### config.mk
export PLATFORM = sky130hd
export DESIGN_NAME = shift_register_reader
export DESIGN_NICKNAME = d
export VERILOG_FILES = /design/src/rtl/shift_register_reader.sv
export SDC_FILE = /design/constraint.sdc
export NUM_CORES = 1
export LEC_CHECK = 0
export ABC_CLOCK_PERIOD_IN_PS = 9200
export BUFFER_PORTS_ARGS = -buffer_cell sky130_fd_sc_hd__buf_4
export CELL_PAD_IN_SITES_DETAIL_PLACEMENT = 0
export CELL_PAD_IN_SITES_GLOBAL_PLACEMENT = 1
export CORE_MARGIN = 2
export CORE_UTILIZATION = 44
export DETAILED_ROUTE_END_ITERATION = 8
export HOLD_SLACK_MARGIN = 0.1
export PLACE_DENSITY_LB_ADDON = 0.3
export SYNTH_ARGS = -nofsm -noshare
export SYNTH_HDL_FRONTEND = slang
export SYNTH_SLANG_ARGS = --single-unit
### constraint.sdc
create_clock -name clk -period 9.2 [get_ports clk]
set_input_delay 0.46 -clock clk [delete_from_list [all_inputs] [get_ports clk]]
set_output_delay 0.46 -clock clk [all_outputs]
set_load 0.02 [all_outputs]
### src/rtl/shift_register_reader.sv
`default_nettype none
// ============================================================================
// shift_register_reader : window initiator; pushes words, fetches index pairs
// and funnel-shifts them into bit-aligned words. Optional watchdog: SR_TIMEOUT_EN
// Revision: 1.0
// ============================================================================
module shift_register_reader #(
    parameter int WORD_WIDTH  = 32,
    parameter int MAX_SIZE    = 19,
    parameter int POS_WIDTH   = 10,
    parameter int IDX_WIDTH   = 5,
    parameter int TIMEOUT_CYC = 15
) (
    input  logic                  clk,
    input  logic                  rst_n,
    input  logic [WORD_WIDTH-1:0] src_word,
    input  logic                  src_valid,
    output logic                  src_ready,
    input  logic [POS_WIDTH-1:0]  req_hi_pos,
    input  logic [POS_WIDTH-1:0]  req_lo_pos,
    input  logic                  req_valid,
    output logic                  req_ready,
    output logic [WORD_WIDTH-1:0] out_hi_word,
    output logic [WORD_WIDTH-1:0] out_lo_word,
    output logic                  out_valid,
    input  logic                  out_ready,
    input  logic                  flush,
    output logic [WORD_WIDTH-1:0] sr_word_in,
    output logic                  sr_word_valid,
    output logic                  sr_clear,
    output logic [IDX_WIDTH-1:0]  sr_high_right_idx,
    output logic [IDX_WIDTH-1:0]  sr_high_left_idx,
    output logic [IDX_WIDTH-1:0]  sr_low_right_idx,
    output logic [IDX_WIDTH-1:0]  sr_low_left_idx,
    output logic                  sr_high_right_valid,
    output logic                  sr_high_left_valid,
    output logic                  sr_low_right_valid,
    output logic                  sr_low_left_valid,
    output logic                  sr_get_pair,
    input  logic [WORD_WIDTH-1:0] sr_high_right_word,
    input  logic [WORD_WIDTH-1:0] sr_high_left_word,
    input  logic [WORD_WIDTH-1:0] sr_low_right_word,
    input  logic [WORD_WIDTH-1:0] sr_low_left_word,
    input  logic                  sr_pair_valid,
    input  logic                  sr_word_accepted,
    input  logic [IDX_WIDTH-1:0]  sr_current_size,
    input  logic                  sr_ready,
    output logic                  err
);
    localparam int LOG2W = $clog2(WORD_WIDTH);
    localparam int CW    = ((POS_WIDTH > IDX_WIDTH) ? POS_WIDTH : IDX_WIDTH) + 1;

    localparam logic [2:0] IDLE      = 3'd0;
    localparam logic [2:0] PUSH      = 3'd1;
    localparam logic [2:0] PUSH_WAIT = 3'd2;
    localparam logic [2:0] GET       = 3'd3;
    localparam logic [2:0] GET_WAIT  = 3'd4;
    localparam logic [2:0] OUT       = 3'd5;

    if ((2 ** IDX_WIDTH) <= MAX_SIZE || TIMEOUT_CYC < 1) begin : g_param_check
        $error("shift_register_reader: IDX_WIDTH too small or TIMEOUT_CYC < 1");
    end

    logic [2:0]            state, next_state;
    logic [WORD_WIDTH-1:0] word_q;
    logic [POS_WIDTH-1:0]  hi_pos_q, lo_pos_q;
    logic                  idle_ready;
    logic                  timeout;

    for (genvar i = 0; i < 2; i++) begin : g_pos
        logic [POS_WIDTH-1:0]  pos;
        logic [WORD_WIDTH-1:0] rw, lw, aligned;
        logic [CW-1:0]         wo, size_x, r_diff, l_diff;
        logic [LOG2W-1:0]      b;
        logic [LOG2W:0]        lsh;
        logic                  r_vld, l_vld;
        logic [IDX_WIDTH-1:0]  r_idx, l_idx;

        assign pos = (i == 0) ? hi_pos_q : lo_pos_q;
        assign rw  = (i == 0) ? sr_high_right_word : sr_low_right_word;
        assign lw  = (i == 0) ? sr_high_left_word  : sr_low_left_word;

        // Wide subtraction: an out-of-window offset never wraps into a valid index.
        always_comb begin
            wo      = CW'(pos >> LOG2W);
            b       = pos[LOG2W-1:0];
            size_x  = CW'(sr_current_size);
            r_diff  = size_x - CW'(1) - wo;
            l_diff  = size_x - CW'(2) - wo;
            r_vld   = (wo < size_x);
            l_vld   = ((wo + CW'(1)) < size_x) && (b != '0);
            r_idx   = r_vld ? r_diff[IDX_WIDTH-1:0] : '0;
            l_idx   = l_vld ? l_diff[IDX_WIDTH-1:0] : '0;
            lsh     = (LOG2W + 1)'(WORD_WIDTH) - {1'b0, b};
            aligned = (b == '0) ? rw : ((rw >> b) | (lw << lsh));
        end
    end

    always_ff @(posedge clk) begin
        if (!rst_n) state <= IDLE;
        else        state <= next_state;
    end

    always_comb begin
        next_state = state;
        if (flush) begin
            next_state = IDLE;
        end else begin
            case (state)
                IDLE:      if (sr_ready) begin
                               if (src_valid)      next_state = PUSH;
                               else if (req_valid) next_state = GET;
                           end
                PUSH:      next_state = PUSH_WAIT;
                PUSH_WAIT: if (sr_word_accepted || timeout) next_state = IDLE;
                GET:       next_state = GET_WAIT;
                GET_WAIT:  if (sr_pair_valid) next_state = OUT;
                           else if (timeout)  next_state = IDLE;
                OUT:       if (out_ready) next_state = IDLE;
                default:   next_state = IDLE;
            endcase
        end
    end

    always_comb begin
        idle_ready          = (state == IDLE) && sr_ready && !flush;
        src_ready           = idle_ready;
        req_ready           = idle_ready;
        sr_word_valid       = (state == PUSH) && !flush;
        sr_get_pair         = (state == GET) && !flush;
        out_valid           = (state == OUT) && !flush;
        sr_high_right_valid = sr_get_pair && g_pos[0].r_vld;
        sr_high_left_valid  = sr_get_pair && g_pos[0].l_vld;
        sr_low_right_valid  = sr_get_pair && g_pos[1].r_vld;
        sr_low_left_valid   = sr_get_pair && g_pos[1].l_vld;
        sr_high_right_idx   = sr_get_pair ? g_pos[0].r_idx : '0;
        sr_high_left_idx    = sr_get_pair ? g_pos[0].l_idx : '0;
        sr_low_right_idx    = sr_get_pair ? g_pos[1].r_idx : '0;
        sr_low_left_idx     = sr_get_pair ? g_pos[1].l_idx : '0;
    end

    assign sr_word_in = word_q;

    always_ff @(posedge clk) begin
        if (!rst_n) begin
            word_q      <= '0;
            hi_pos_q    <= '0;
            lo_pos_q    <= '0;
            out_hi_word <= '0;
            out_lo_word <= '0;
            sr_clear    <= 1'b0;
        end else begin
            sr_clear <= flush | timeout;
            if (idle_ready) begin
                if (src_valid) begin
                    word_q <= src_word;
                end else if (req_valid) begin
                    hi_pos_q <= req_hi_pos;
                    lo_pos_q <= req_lo_pos;
                end
            end
            if (state == GET_WAIT && sr_pair_valid && !flush) begin
                out_hi_word <= g_pos[0].aligned;
                out_lo_word <= g_pos[1].aligned;
            end
        end
    end

`ifdef SR_TIMEOUT_EN
    localparam int TW = $clog2(TIMEOUT_CYC + 1);
    logic [TW-1:0] wait_cnt;
    logic          waiting;
    logic          err_q;

    assign waiting = ((state == PUSH_WAIT) && !sr_word_accepted) ||
                     ((state == GET_WAIT)  && !sr_pair_valid);
    assign timeout = waiting && !flush && (wait_cnt == TW'(TIMEOUT_CYC - 1));
    assign err     = err_q;

    always_ff @(posedge clk) begin
        if (!rst_n) begin
            wait_cnt <= '0;
            err_q    <= 1'b0;
        end else begin
            if (flush)        err_q <= 1'b0;
            else if (timeout) err_q <= 1'b1;
            if (waiting && !flush && !timeout) wait_cnt <= wait_cnt + TW'(1);
            else                               wait_cnt <= '0;
        end
    end
`else
    assign timeout = 1'b0;
    assign err     = 1'b0;
`endif

endmodule
`default_nettype wire

==> results.sh <==
export IMPL_synth_edf_count=0
export IMPL_start_util=0.448
export IMPL_die_area_um2=32600
export IMPL_setup_viol=0
export IMPL_grt_usage=0.355
export IMPL_min_to="sr_clear$_SDFF_PN0_"
export IMPL_core_um2=30600
export IMPL_max_stage_delay_ns=0.67
export IMPL_antenna_found_initial=0
export IMPL_post_cts_buffers=0
export IMPL_outcome="finished clean"
export IMPL_min_path_cells=2
export IMPL_die_x_um=180
export IMPL_clkSinkCount=120
export IMPL_synth_cell_types=81
export IMPL_synth_ff_type="dfxtp_1"
export IMPL_area_growth_pct=22.4
export IMPL_nFillCells=2957
export IMPL_crit_type="reg -> reg"
export IMPL_cts_tree="built"
export IMPL_clock_skew_ns=0.0146
export IMPL_hold_path_class="in -> reg"
export IMPL_syn_nets=1894
export IMPL_synth_common_cells="nand2_1 (193), mux2i_1 (148), nor2_1 (121)"
export IMPL_synth_most_common_cell="nand2_1"
export IMPL_start_kind="flip-flop"
export IMPL_post_dp_hpwl_mm=44.1
export IMPL_post_place_ws_ns=5.12
export IMPL_multiInputGateArea_um2=10500
export IMPL_yosysSeqAreaShare=0.175
export IMPL_dr_pass1_iters=5
export IMPL_clk_path_buf_depth=2
export IMPL_arrival_ns=4.49
export IMPL_layout_setup_ws_ns=5.03
export IMPL_postCtsResizedCells=0
export IMPL_place_congestion=0.982
export IMPL_p_leak_nw=6.80
export IMPL_netlist_area_leader_share=0.175
export IMPL_crit_chain="inv_2 -> ha_1 -> buf_4 -> mux2_2 -> a21oi_1 -> mux2i_1 -> a221oi_1 -> o211ai_1 -> a32o_1"
export IMPL_clk_latency_ns=0.43
export IMPL_cts_root_buf="clkbuf_16"
export IMPL_vias=15000
export IMPL_critical_path_required_ns=9.53
export IMPL_synth_avg_cell_area_um2=8.29
export IMPL_grt_pass1_vias=14300
export IMPL_power_density_nw_per_um2=108
export IMPL_synth_area_um2=13700
export IMPL_synthArstFlopShare=0
export IMPL_cap_violations=0
export IMPL_grt_setup_unrepaired="false"
export IMPL_ant_nets=0
export IMPL_r2r_cells=9
export IMPL_drcViolationCount=0
export IMPL_synthCells=1653
export IMPL_portBuffers=319
export IMPL_drt_wl_total_mm=59.5
export IMPL_slew_viol_final=0
export IMPL_min_from="flush"
export IMPL_worst_slew_pin_slew_ns=1.33
export IMPL_fmax_mhz=240
export IMPL_critPathMaxFanout=38
export IMPL_rows=64
export IMPL_drt_iter0_drc=1868
export IMPL_ff_latch_area_um2=2410
export IMPL_n_antenna_cell=0
export IMPL_cts_buffers_inserted=17
export IMPL_cp_end_kind="flip-flop"
export IMPL_slowest_stage="dfxtp_4"
export IMPL_r2r_slack_ns=5.03
export IMPL_r2r_end="out_lo_word[30]$_SDFFE_PN0P_"
export IMPL_grt_pass1_wl_mm=90.0
export IMPL_grt_max_degree=67
export IMPL_nNetsFinal=2123
export IMPL_post_drt_wl_per_cell_um=26.0
export IMPL_yosys_top_cells_area="dfxtp_1 (18%), mux4_2 (13%), mux2i_1 (11%)"
export IMPL_yosysTopAreaCell="dfxtp_1"
export IMPL_synth_warnings=0
export IMPL_die_h_um=180
export IMPL_drt_vias_per_instance=6.55
export IMPL_ir_drop_uv=125
export IMPL_max_slew_margin=0.110
export IMPL_hold_viol=0
export IMPL_grt_ovfl_total=0
export IMPL_post_route_period_util=0.453
export IMPL_holdBufCountCts=0
export IMPL_num_io_pins=321
export IMPL_htree_levels=4
export IMPL_ys_ff_latch=120
export IMPL_path_clk_slew_ns=0.07
export IMPL_period_minus_slack_ns=4.17
export IMPL_drive_above_1_share=0.304
export IMPL_reg2reg_from="g_pos[1].pos[0]$_SDFFE_PN0P_"
export IMPL_power_w=0.00181
export IMPL_hold_slack_ns=0.262
export IMPL_tns_ns=0
[final cells by class]
type | instances | share of cell area
multi-input combinational | 1342 | 0.625
clock inverter | 14 | 0.00828
timing repair buffer | 350 | 0.157
sequential | 120 | 0.144
inverter | 51 | 0.0114
tap | 396 | 0.0295
clock buffer | 18 | 0.0256
[per-layer routing]
layer / routed length, um / vias to the layer above / GRT usage
met5: 0 / - / 0
met4: 1930 / 0 / 0.115
met3: 6260 / 151 / 0.0790
met2: 25600 / 993 / 0.533
met1: 25700 / 7186 / 0.505
li1: - / 6669 / -
[cells in the final DEF (no fill, tap or decap), types with 10 or more instances in the layout]
cell type and count:
buf_4 350, nand2_1 193, mux2i_1 148, nor2_1 119
dfxtp_1 114, o21ai_0 107, a21oi_1 106, mux2_2 85
mux4_2 80, inv_1 48, ha_1 43, nor3_1 42
nand3_1 26, o211ai_1 26, nand2b_1 24, a221oi_1 22
xnor2_1 20, a31oi_1 18, o21a_1 17, or3_1 17
clkbuf_16 17, nor2b_1 14, a211oi_1 14, a22oi_1 13
a21o_1 12, a32o_1 12, xor2_1 10, nand3b_1 10
o21ai_1 10
[cells by family after synthesis]
logic type / Yosys count / synth area share
buf+inv: 191 / 0.0618
compound gates: 455 / 0.220
flops: 120 / 0.175
xor+xnor: 33 / 0.0216
other cells: 1 / 0.000274
mux: 314 / 0.310
fa+ha+maj: 47 / 0.0451
simple gates: 492 / 0.166
[sequential cells by signal, summed over array words and instances, names as in the netlist]
register / count
out_hi_word: 32
state: 3
sr_word_in: 32
out_lo_word: 32
g_pos.pos: 20
sr_clear: 1
[metrics by stage]
stage / std cells / util / cell area (um2)
after global placement: 2259 / 0.530 / 16200
final: 2291 / 0.548 / 16800
after CTS: 2291 / 0.548 / 16800
after floorplan: 1653 / - / 13700
after global routing: 2291 / 0.548 / 16800
after detailed placement: 2259 / 0.530 / 16200
[worst max-delay path by stage]
stage,startpoint,to,depth (start not counted)
after floorplan,g_pos[0].pos[1]$_SDFFE_PN0P_,sr_high_left_idx[2],12
after global placement,g_pos[1].pos[0]$_SDFFE_PN0P_,out_lo_word[30]$_SDFFE_PN0P_,9
after detailed placement,g_pos[1].pos[0]$_SDFFE_PN0P_,out_lo_word[30]$_SDFFE_PN0P_,9
after CTS,g_pos[1].pos[0]$_SDFFE_PN0P_,out_lo_word[30]$_SDFFE_PN0P_,9
after global routing,g_pos[1].pos[0]$_SDFFE_PN0P_,out_lo_word[30]$_SDFFE_PN0P_,9
final,g_pos[1].pos[0]$_SDFFE_PN0P_,out_lo_word[30]$_SDFFE_PN0P_,9
[where the power goes]
part | switching, W | internal [W] | leakage [nW]
registers | 0.00000736 | 0.000527 | 0.973
logic | 0.000348 | 0.000241 | 5.56
clock network | 0.000306 | 0.000379 | 0.272
total | 0.000661 | 0.00115 | 6.80
[worst max-delay path, delay by kind of cell (launching register included)]
family,cells,cell delay [ns]
DFF,1,0.67
AOI/OAI and AO/OA,4,1.39
buffers and inverters,2,0.91
adders and majority gates,1,0.49
muxes,2,0.57
No activity file was read; power rests on OpenSTA's default activity.
